`config.mk`:
```
export PLATFORM = sky130hd
export DESIGN_NAME = inst_split_pipe_flat
export DESIGN_NICKNAME = d
export VERILOG_FILES = /design/src/rtl/inst_split_pipe_if.sv /design/src/rtl/inst_split_pipe.sv /design/src/flat_wrapper.sv
export SDC_FILE = /design/constraint.sdc
export NUM_CORES = 1
export LEC_CHECK = 0
export CAP_MARGIN = 20
export CORE_MARGIN = 2
export CORE_UTILIZATION = 42
export CTS_CLUSTER_SIZE = 20
export DETAILED_ROUTE_END_ITERATION = 10
export PLACE_DENSITY = 0.75
export SETUP_SLACK_MARGIN = 0.4
export SLEW_MARGIN = 20
export SYNTH_ARGS = -nofsm -noshare
export SYNTH_HDL_FRONTEND = slang
export SYNTH_SLANG_ARGS = --single-unit
```
`constraint.sdc`:
```
create_clock -name clk -period 2.1 [get_ports clk]
set_clock_uncertainty 0.2 [all_clocks]
set_input_delay 0.315 -clock clk [delete_from_list [all_inputs] [get_ports clk]]
set_output_delay 0.315 -clock clk [all_outputs]
set_load 0.1 [all_outputs]
```
`src/rtl/inst_split_pipe_if.sv`:
```
// inst_split_pipe_if: instruction-in / decoded-fields-out handshake bundle
interface inst_split_pipe_if #(
    parameter int INST_W = 24,
    parameter int OPC_W  = 6,
    parameter int REG_W  = 5,
    parameter int FUNC_W = 3,
    parameter int DATA_W = 24,
    parameter int CNT_W  = 16
);
    logic                    flush;
    logic                    in_valid;
    logic                    in_ready;
    logic [INST_W-1:0]       inst;
    logic                    out_valid;
    logic                    out_ready;
    logic [OPC_W-1:0]        opc;
    logic [REG_W-1:0]        rs;
    logic [REG_W-1:0]        rt;
    logic [FUNC_W-1:0]       funcode;
    logic [INST_W-OPC_W-1:0] jba;
    logic [DATA_W-1:0]       imm;
    logic [CNT_W-1:0]        dec_count;
    modport master (
        output flush, in_valid, inst, out_ready,
        input  in_ready, out_valid, opc, rs, rt, funcode, jba, imm, dec_count
    );
    modport slave (
        input  flush, in_valid, inst, out_ready,
        output in_ready, out_valid, opc, rs, rt, funcode, jba, imm, dec_count
    );
endinterface

```
`src/rtl/inst_split_pipe.sv`:
```
// inst_split_pipe: registered instruction field splitter with 2-entry skid buffer and decode counter
module inst_split_pipe #(
    parameter int INST_W = 24,
    parameter int OPC_W  = 6,
    parameter int REG_W  = 5,
    parameter int FUNC_W = 3,
    parameter int IMM_W  = 8,
    parameter int DATA_W = 24,
    parameter bit SEXT   = 1'b1,
    parameter int CNT_W  = 16
) (
    input logic              clk,
    input logic              rst,
    inst_split_pipe_if.slave bus
);
    typedef struct packed {
        logic [OPC_W-1:0]        opc;
        logic [REG_W-1:0]        rs;
        logic [REG_W-1:0]        rt;
        logic [FUNC_W-1:0]       funcode;
        logic [INST_W-OPC_W-1:0] jba;
        logic [DATA_W-1:0]       imm;
    } dec_t;
    if (OPC_W + 2*REG_W > INST_W || FUNC_W > INST_W || IMM_W > DATA_W) begin : g_bad_params
        $error("inst_split_pipe: inconsistent field widths");
    end
    dec_t             dec, or_q, or_d, sk_q, sk_d;
    logic             or_v_q, or_v_d, sk_v_q, sk_v_d;
    logic             acc, xfer, load_or, load_sk;
    logic [CNT_W-1:0] cnt_q, cnt_d;
    always_comb begin
        dec.opc     = bus.inst[INST_W-1 -: OPC_W];
        dec.rs      = bus.inst[INST_W-OPC_W-1 -: REG_W];
        dec.rt      = bus.inst[INST_W-OPC_W-REG_W-1 -: REG_W];
        dec.funcode = bus.inst[FUNC_W-1:0];
        dec.jba     = bus.inst[INST_W-OPC_W-1:0];
        dec.imm     = SEXT ? DATA_W'($signed(bus.inst[IMM_W-1:0])) : DATA_W'(bus.inst[IMM_W-1:0]);
        // an accept during flush is dropped, a transfer during flush still retires
        acc     = bus.in_valid && !sk_v_q && !bus.flush;
        xfer    = or_v_q && bus.out_ready;
        load_or = acc && (!or_v_q || xfer);
        load_sk = acc && or_v_q && !xfer;
        or_d    = (xfer && sk_v_q) ? sk_q : load_or ? dec : or_q;
        sk_d    = load_sk ? dec : sk_q;
        or_v_d  = !bus.flush && (load_or || sk_v_q || (or_v_q && !xfer));
        sk_v_d  = !bus.flush && (load_sk || (sk_v_q && !xfer));
        cnt_d   = cnt_q + CNT_W'(xfer);
    end
    always_ff @(posedge clk) begin
        if (rst) begin
            or_q   <= '0;
            sk_q   <= '0;
            or_v_q <= 1'b0;
            sk_v_q <= 1'b0;
            cnt_q  <= '0;
        end else begin
            or_q   <= or_d;
            sk_q   <= sk_d;
            or_v_q <= or_v_d;
            sk_v_q <= sk_v_d;
            cnt_q  <= cnt_d;
        end
    end
    assign bus.in_ready  = !sk_v_q;
    assign bus.out_valid = or_v_q;
    assign bus.opc       = or_q.opc;
    assign bus.rs        = or_q.rs;
    assign bus.rt        = or_q.rt;
    assign bus.funcode   = or_q.funcode;
    assign bus.jba       = or_q.jba;
    assign bus.imm       = or_q.imm;
    assign bus.dec_count = cnt_q;
endmodule

```
`src/flat_wrapper.sv`:
```
// flat-port wrapper written by rule: the top's interface ports become plain ports
module inst_split_pipe_flat 
#(
    parameter int INST_W = 24,
    parameter int OPC_W  = 6,
    parameter int REG_W  = 5,
    parameter int FUNC_W = 3,
    parameter int IMM_W  = 8,
    parameter int DATA_W = 24,
    parameter bit SEXT   = 1'b1,
    parameter int CNT_W  = 16
)
  (clk, rst, bus_flush, bus_in_valid, bus_inst, bus_out_ready, bus_in_ready, bus_out_valid, bus_opc, bus_rs, bus_rt, bus_funcode, bus_jba, bus_imm, bus_dec_count);
  inst_split_pipe_if #(.INST_W(INST_W), .OPC_W(OPC_W), .REG_W(REG_W), .FUNC_W(FUNC_W), .DATA_W(DATA_W), .CNT_W(CNT_W)) bus_i ();
  input logic clk;
  input logic rst;
  input wire logic [$bits(bus_i.flush)-1:0] bus_flush;
  input wire logic [$bits(bus_i.in_valid)-1:0] bus_in_valid;
  input wire logic [$bits(bus_i.inst)-1:0] bus_inst;
  input wire logic [$bits(bus_i.out_ready)-1:0] bus_out_ready;
  output wire logic [$bits(bus_i.in_ready)-1:0] bus_in_ready;
  output wire logic [$bits(bus_i.out_valid)-1:0] bus_out_valid;
  output wire logic [$bits(bus_i.opc)-1:0] bus_opc;
  output wire logic [$bits(bus_i.rs)-1:0] bus_rs;
  output wire logic [$bits(bus_i.rt)-1:0] bus_rt;
  output wire logic [$bits(bus_i.funcode)-1:0] bus_funcode;
  output wire logic [$bits(bus_i.jba)-1:0] bus_jba;
  output wire logic [$bits(bus_i.imm)-1:0] bus_imm;
  output wire logic [$bits(bus_i.dec_count)-1:0] bus_dec_count;
  assign bus_i.flush = bus_flush;
  assign bus_i.in_valid = bus_in_valid;
  assign bus_i.inst = bus_inst;
  assign bus_i.out_ready = bus_out_ready;
  assign bus_in_ready = bus_i.in_ready;
  assign bus_out_valid = bus_i.out_valid;
  assign bus_opc = bus_i.opc;
  assign bus_rs = bus_i.rs;
  assign bus_rt = bus_i.rt;
  assign bus_funcode = bus_i.funcode;
  assign bus_jba = bus_i.jba;
  assign bus_imm = bus_i.imm;
  assign bus_dec_count = bus_i.dec_count;
  inst_split_pipe #(.INST_W(INST_W), .OPC_W(OPC_W), .REG_W(REG_W), .FUNC_W(FUNC_W), .IMM_W(IMM_W), .DATA_W(DATA_W), .SEXT(SEXT), .CNT_W(CNT_W)) u_core (.clk(clk), .rst(rst), .bus(bus_i));
endmodule
```
======== After elaboration in Yosys (flattened, before gate mapping) ========
Cells that the tools add are included.
cells by class
  div/mod/pow operators ................... 0
  reductions and logical operators ........ 20
  equal/unequal tests ..................... 0
  $mul .................................... 0
  muxes and demuxes ....................... 2
  $lt $le $gt $ge ......................... 0
  $add $sub $neg .......................... 1
  bitwise gates (word level) .............. 0
  shifts and indexed selects .............. 0
operator list
  cell                    count
  2-to-1 mux 61 bit       2
  adder 16 x 1 -> 16 bit  1
  logical AND 1 bit       11
  zero test 1 bit         4
  logical OR 1 bit        4
  nonzero test 2 bit      1
word-level totals
  ROM bits ................................ 0
  bits in writable memories ............... 0
  register bits after elaboration ......... 124
  bits of input ports ..................... 29
  logic and storage cells ................. 38
  memories ................................ 0
  bits in latches ......................... 0
  output and inout bits ................... 79

======== Logic depth before layout (Yosys ltp) ========
Gate-level depths: netlist of the first run.
  depth after elaboration ................. 7
  gate-level depth with buffers ........... 7
  mapped depth without buffers ............ 6

======== Least setup slack after synthesis of the first run ========
Ideal clock, no wire load.
  kind .................................... reg-to-reg
  from .................................... register u_core.cnt_q[0], in the netlist u_core.bus.dec_count[0]
  to ...................................... register u_core.cnt_q[14], in the netlist u_core.bus.dec_count[14]
  arrival time ............................ 2.284 ns
  period minus slack after synthesis ...... 2.611 ns
  stages on the path, launching flop included .. 8
  setup time .............................. 0.128 ns
  buffers on the path ..................... 1
  required time ........................... 1.772 ns
  path slack .............................. -0.511 ns
  cell sequence ........................... dfxtp_1 -> and3_1 -> clkbuf_1 -> ha_1 -> nand4_1 -> nor4_2 -> xnor2_1 -> nor2_1
on the way
  longest elaborated chain between the ends .. 1
ends and longest elaborated chain
  element                 line                   source
  from (decl)             inst_split_pipe.sv:30  logic [CNT_W-1:0] cnt_q, cnt_d;
  from (signal assigned)  inst_split_pipe.sv:61  cnt_q <= cnt_d;
  adder 16 x 1 -> 16 bit  inst_split_pipe.sv:47  cnt_d = cnt_q + CNT_W'(xfer);
No other way between the ends.
A chain may end at the register's enable or synchronous reset.

======== Worst setup path in the final report of the first run ========
  from .................................... register u_core.or_v_q, in the netlist u_core.bus.out_valid
  to ...................................... register u_core.cnt_q[15], in the netlist u_core.bus.dec_count[15]
on the way
  longest elaborated chain between the ends .. 2
ends and longest elaborated chain
  element                 line                   source
  from (decl)             inst_split_pipe.sv:28  logic or_v_q, or_v_d, sk_v_q, sk_v_d;
  from (signal assigned)  inst_split_pipe.sv:59  or_v_q <= or_v_d;
  logical AND 1 bit       inst_split_pipe.sv:40  xfer = or_v_q && bus.out_ready;
  adder 16 x 1 -> 16 bit  inst_split_pipe.sv:47
No other way between the ends.

==> key figures, run 1 <==
Drt
  • Drt first pass iters: 4
  • Final ANT Viol Nets: 0
  • Initial DRC count: 127
  • Mean routed wirelength per cell: 14.42 um
  • DR DRC count: 0
  • Final wirelength: 7541 um
  • Vias: 2567
  • Vias/cell: 4.908

Setup path
  • Worst Setup End Kind: register
  • Worst setup path class: reg -> reg
  • FF-to-FF path depth: 5
  • R2R Setup Slk: 0.41 ns
  • Arr. time, crit path: 1.72 ns
  • Worst R2R End: u_core.bus.dec_count[15]
  • Req. time, crit path: 2.14 ns
  • Startpoint Class: register
  • Worst reg2reg path startpoint: u_core.bus.out_valid
  • Max FO, Critical Path: 5

STA
  • Period utilization: 80.27%
  • Final hold vios: 0
  • Setup violations, final: 0
  • Slew @ Worst Pin: 0.4933 ns
  • Final setup TNS: 0 ns
  • Fmax: 593.3 MHz
  • Max-slew violations: 0
  • RSZ-0062 raised after global routing: true
  • Relative slew slack: 67.12%
  • Post-layout minimum cycle time: 1.686 ns

Min path
  • Worst Hold End: u_core.bus.out_valid
  • Hold Path Stages: 2
  • Min-delay worst type: in -> reg
  • HP Start: bus_flush

Global route
  • Vias in the first global route: 2309
  • Met1 GRT Util: 22.00%
  • Met2 usage: 28.22%
  • Gr busiest metal: met2
  • Initial antenna violation count: 0
  • Global Route Usage Sum: 17.43%
  • First-pass GRT wire length: 11360 um
  • Met3 Track Usage GR: 3.856%
  • Largest net degree at the start of global routing: 35
  • Grt ovf: 0

Synth
  • YS warnings: 0
  • Async SR Flop Fraction: 0%
  • Ys flop type: dfxtp_1
  • Most frequent cell after synthesis: dfxtp_1
  • Top cell type by total area after synthesis: dfxtp_1
  • Post-synth EDFFs: 0
  • Cells after Synth: 339
  • Syn_area_per_cell: 9.135 um^2
  • Seq/Total Area, Yosys: 42.67%
  • Cell variety after synth: 32
  • Share of the synthesized area in the top cell type: 42.67%
  • Flops & latches, synth: 66
  • Top cells by area, synth: dfxtp_1 (43%), buf_4 (9.9%), a211oi_2 (8.1%)
  • Synthesized cell area: 0.003097 mm^2
  • Post-synth top cells: dfxtp_1 (66), nand2_1 (52), buf_4 (41), nor2_1 (37), a21oi_1 (26)
  • Mapped Nets: 370

Power and ir drop
  • Overall Power: 3.495 mW
  • Lkg Pwr: 1.928 nW
  • Power density over cell area: 770.4 mW/mm^2
  • Peak supply drop: 0.3824 mV

Cells and area
  • Layout cell share with drive strength beyond 1: 43.40%
  • Final nets: 450
  • Area Growth Syn to Fin: 46.51%
  • Final Instance Count excl. Fillers: 523
  • N_diodes: 0

Clock network
  • Root Buffer: clkbuf_8
  • H-tree levels: 3
  • Clk Latency, worst-skew pair: 0.34 ns
  • CTS tree: yes
  • Max clock buf depth: 2
  • Clock buffer count from CTS: 9
  • Clk sinks: 66
  • Clock slew at reported path FFs: 0.07 ns

Place
  • Final GP Congestion: 0.7522
  • Post-DP HPWL: 4809 um
  • Dpl cells: 498
  • Port-buffer cells: 107

Die
  • Top Ports: 108
  • Overall die height: 89.87 um
  • CORE AREA: 0.007214 mm^2
  • Core Rows: 31
  • DIE AREA: 0.008076 mm^2
  • Die Width: 89.87 um
  • Initial Utilization: 42.92%

Outcome
  • Status: finished, final reports clean

Flow run
  • Max-Cap Viols: 0
power by group:
part           internal (mW)  total, mW  switching [mW]  leakage [nW]
registers               1.28       1.31          0.0303         0.556
clock network          0.644       1.13           0.482         0.114
logic                  0.289       1.06           0.771          1.26
total                   2.21       3.50            1.28          1.93
registers in the layout (all words and copies together), names as in the netlist:
name	cells
u_core.bus.imm	8
u_core.sk_v_q	1
u_core.bus.out_valid	1
u_core.sk_q	24
u_core.bus.opc	6
u_core.bus.jba	10
u_core.bus.dec_count	16
logic make-up after synthesis:
| kind of cell | share of synthesized area [%] |
|---|---|
| simple gates | 18.02 |
| fa+ha+maj | 0.8080 |
| mux | 8.121 |
| buf+inv | 13.01 |
| flops | 42.67 |
| compound gates | 14.26 |
| xor+xnor | 3.111 |
critical path: stages (launching register included):
cell	delay, ns
dfxtp_4	0.37
and3_4	0.20
buf_6	0.11
nand3_4	0.08
nor4_4	0.28
mux2_4	0.33
through the flow:
stage	utilization, %	instance area [um^2]	setup slack [ns]	hold slack, ns
3_3_place_gp	57.37	4139	0.03006	0.2408
3_5_place_dp	57.37	4139	-0.05768	0.2462
6_report	62.89	4537	0.4144	0.08647
5_1_grt	62.89	4537	0.3614	0.1008
4_1_cts	61.06	4405	0.3984	0.2026
2_1_floorplan	-	3193	0.2387	0.1844
placed cells by master (no fill, tap or decap), drive strengths merged, types with 2 or more instances in the layout:
cell / count
nor2b: 4
buf: 98
nand4: 5
clkinv: 4
ha: 2
nor2: 37
clkdlybuf4s50: 25
a21oi: 26
nor4: 2
and4: 3
dfxtp: 66
a211oi: 24
and2: 4
nor3: 4
nand2: 53
inv: 2
xor2: 7
nand3: 7
mux2i: 24
clkbuf: 12
xnor2: 4
how the worst max path moves through the flow:
stage	start	end	depth (start not counted)
final	u_core.bus.out_valid	u_core.bus.dec_count[15]	5
after global routing	u_core.bus.out_valid	u_core.bus.dec_count[13]	5
after CTS	u_core.bus.dec_count[5]	u_core.bus.dec_count[15]	3
after detailed placement	bus_out_ready	u_core.bus.dec_count[8]	7
after global placement	bus_out_ready	u_core.bus.dec_count[15]	6
after floorplan	u_core.bus.dec_count[0]	u_core.bus.dec_count[8]	7
layout make-up:
class | instances | area [um^2]
fill | 621 | 2678
multi-input combinational | 214 | 1448
sequential | 66 | 1400
timing repair buffer | 126 | 1345
clock buffer | 11 | 162.7
tap | 99 | 123.9
clock inverter | 5 | 50.05
inverter | 2 | 7.507
routing by layer:
layer / vias up / routed length, um
li1: 1268 / -
met5: - / 0
met1: 1215 / 3307
met3: 11 / 366
met2: 73 / 3742
met4: 0 / 125
repair_timing:
action                                  CTS  global route
hold buffers                              0             0
pin swaps                                 3             5
gates resized for setup                   3            18
endpoints found under the setup margin   27            30
setup buffers                             3             4
cloned                                    0             2
(Power assumes the default switching activity.)
==> inputs of run 2 (changes only) <==
--- a/config.mk
+++ b/config.mk
@@ -7,10 +7,10 @@
 export LEC_CHECK = 0
 export CAP_MARGIN = 20
 export CORE_MARGIN = 2
-export CORE_UTILIZATION = 42
+export CORE_UTILIZATION = 41
 export CTS_CLUSTER_SIZE = 20
 export DETAILED_ROUTE_END_ITERATION = 10
-export PLACE_DENSITY = 0.75
+export PLACE_DENSITY = 0.77
 export SETUP_SLACK_MARGIN = 0.4
 export SLEW_MARGIN = 20
 export SYNTH_ARGS = -nofsm -noshare
==> constraint.sdc (replaced) <==
create_clock -name clk -period 1.41 [get_ports clk]
set_clock_uncertainty 0.2 [all_clocks]
set_input_delay 0.2115 -clock clk [delete_from_list [all_inputs] [get_ports clk]]
set_output_delay 0.2115 -clock clk [all_outputs]
set_load 0.1 [all_outputs]
==> key figures, run 2 (synthesis results as in run 1) <==
Outcome
  • Status: complete, but fails checks
  • Failing checks: setup timing

Global route
  • Global Route Usage Sum: 24.98%
  • Grt ovf: 0
  • Initial antenna violation count: 0
  • Largest net degree at the start of global routing: 39
  • First-pass GRT wire length: 16300 um
  • Vias in the first global route: 3223

Die
  • DIE AREA: 0.008264 mm^2
  • CORE AREA: 0.007292 mm^2
  • Die Width: 90.91 um
  • Initial Utilization: 42.47%
  • Top Ports: 108
  • Overall die height: 90.91 um
  • Core Rows: 31

STA
  • Post-layout minimum cycle time: 1.762 ns
  • Final setup TNS: -17.14 ns
  • Final Hold Slack: 0.06407 ns
  • Relative slew slack: 71.22%
  • Slew @ Worst Pin: 0.4317 ns
  • Max-slew violations: 0
  • Period utilization: 125.0%
  • Final hold vios: 0
  • RSZ-0062 raised after global routing: true
  • Setup violations, final: 85
  • Fmax: 567.4 MHz
  • Post-route worst setup slack: -0.3524 ns

Drt
  • Final wirelength: 13740 um
  • DR DRC count: 0
  • Final ANT Viol Nets: 0
  • Initial DRC count: 243
  • Vias/cell: 5.677
  • Mean routed wirelength per cell: 23.21 um
  • Drt first pass iters: 4
  • Vias: 3361

Setup path
  • Worst Path Buf+Inv: 2
  • Arr. time, crit path: 1.82 ns
  • R2R Setup Slk: -0.35 ns
  • Worst setup path class: reg -> reg
  • Max FO, Critical Path: 7
  • Req. time, crit path: 1.47 ns
  • Critical path's slowest cell: dfxtp_4
  • CP delay by family, top: compound AO/OA/AOI/OAI gates
  • Crit-path cells: nor3b_4 > o21ba_4 > buf_12 > clkbuf_16 > nor2_2 > a211oi_2
  • Startpoint Class: register
  • CP peak stage delay: 0.37 ns
  • Worst Setup End Kind: register

Clock network
  • Root Buffer: clkbuf_8
  • Clk Latency, worst-skew pair: 0.35 ns
  • Max clock buf depth: 2
  • Clk sinks: 66
  • H-tree levels: 3
  • CTS tree: yes
  • Clock slew at reported path FFs: 0.08 ns
  • Clock buffer count from CTS: 9

Cells and area
  • Commonest non-fill, non-tap cell in the layout: buf_12
  • N_diodes: 0
  • Area of the multi-input gates: 0.001764 mm^2
  • FF+latch area: 0.001479 mm^2
  • Area Growth Syn to Fin: 111.9%
  • Largest register FFs: 24
  • Layout cell share with drive strength beyond 1: 65.72%
  • Design Area, Final: 0.006563 mm^2
  • Final nets: 519
  • Final Instance Count excl. Fillers: 592
  • Top reg by flops: u_core.sk_q
  • Filler cell count: 253
  • Most frequent cells in the layout: buf_12 (88), dfxtp_4 (42), nand2_1 (41), buf_4 (39), buf_6 (26)

Min path
  • Min-delay worst type: in -> reg

Flow run
  • Max-Cap Viols: 0

Power and ir drop
  • Lkg Pwr: 2.592 nW
  • Power density over cell area: 880.5 mW/mm^2
  • Peak supply drop: 0.5007 mV

Place
  • Post-DP HPWL: 6101 um
  • Dpl cells: 526
  • Pre-CTS setup slack: -0.6795 ns
  • Port-buffer cells: 107
  • Final GP Congestion: 0.8355
  • Post-DP Area: 0.005259 mm^2
-- run 2: worst reg2reg max path, delay by kind of cell, from the launching register on --
kind                   cells  cell delay (ns)
AO/OA/AOI/OAI              2             0.49
flip-flops                 1             0.37
AND/OR/NAND/NOR            2             0.31
buffers and inverters      2             0.30
-- run 2: through the flow --
stage	power, mW	utilization [%]
after floorplan	3.389	-
after CTS	5.550	80.94
final	5.778	90.00
after global placement	3.788	72.12
after detailed placement	3.820	72.12
after global routing	5.902	90.00
-- run 2: cell type report --
type                    count  share of cell area [%]
multi-input cells         214                   26.88
clock buffers              11                   2.326
clock inverters             5                  0.8008
inverters                   2                  0.1716
flip-flops and latches     66                   22.54
repair buffers            195                   45.40
well taps                  99                   1.888
-- run 2: where the power goes --
| group | switching, mW | internal (mW) |
|---|---|---|
| logic | 1.28 | 0.808 |
| registers | 0.105 | 1.88 |
| clock network | 0.794 | 0.916 |
-- run 2: path summary, 6_finish.rpt --
check        depth (start not counted)                        to           start
max                                  6         u_core.bus.imm[1]   u_core.sk_v_q
min                                  3  u_core.bus.dec_count[15]             rst
min reg2reg                          2            u_core.sk_q[6]  u_core.sk_q[6]
max reg2reg                          6         u_core.bus.imm[1]   u_core.sk_v_q
-- run 2: timing repair --
item,4_1_cts,5_1_grt
pin swaps,15,40
resized for setup,52,67
setup endpoints to repair,145,145
gates cloned,3,9
setup buffers,17,21
hold buffers,0,0
-- run 2: routing by layer --
layer	share of wire, %	track usage (%)	vias to the layer above	routed length, um
met5	0	0	-	0
met4	4.1	9.848	0	557
met3	7.8	7.930	53	1073
met2	52	45.96	224	7159
met1	36	26.33	1669	4950
li1	-	-	1415	-
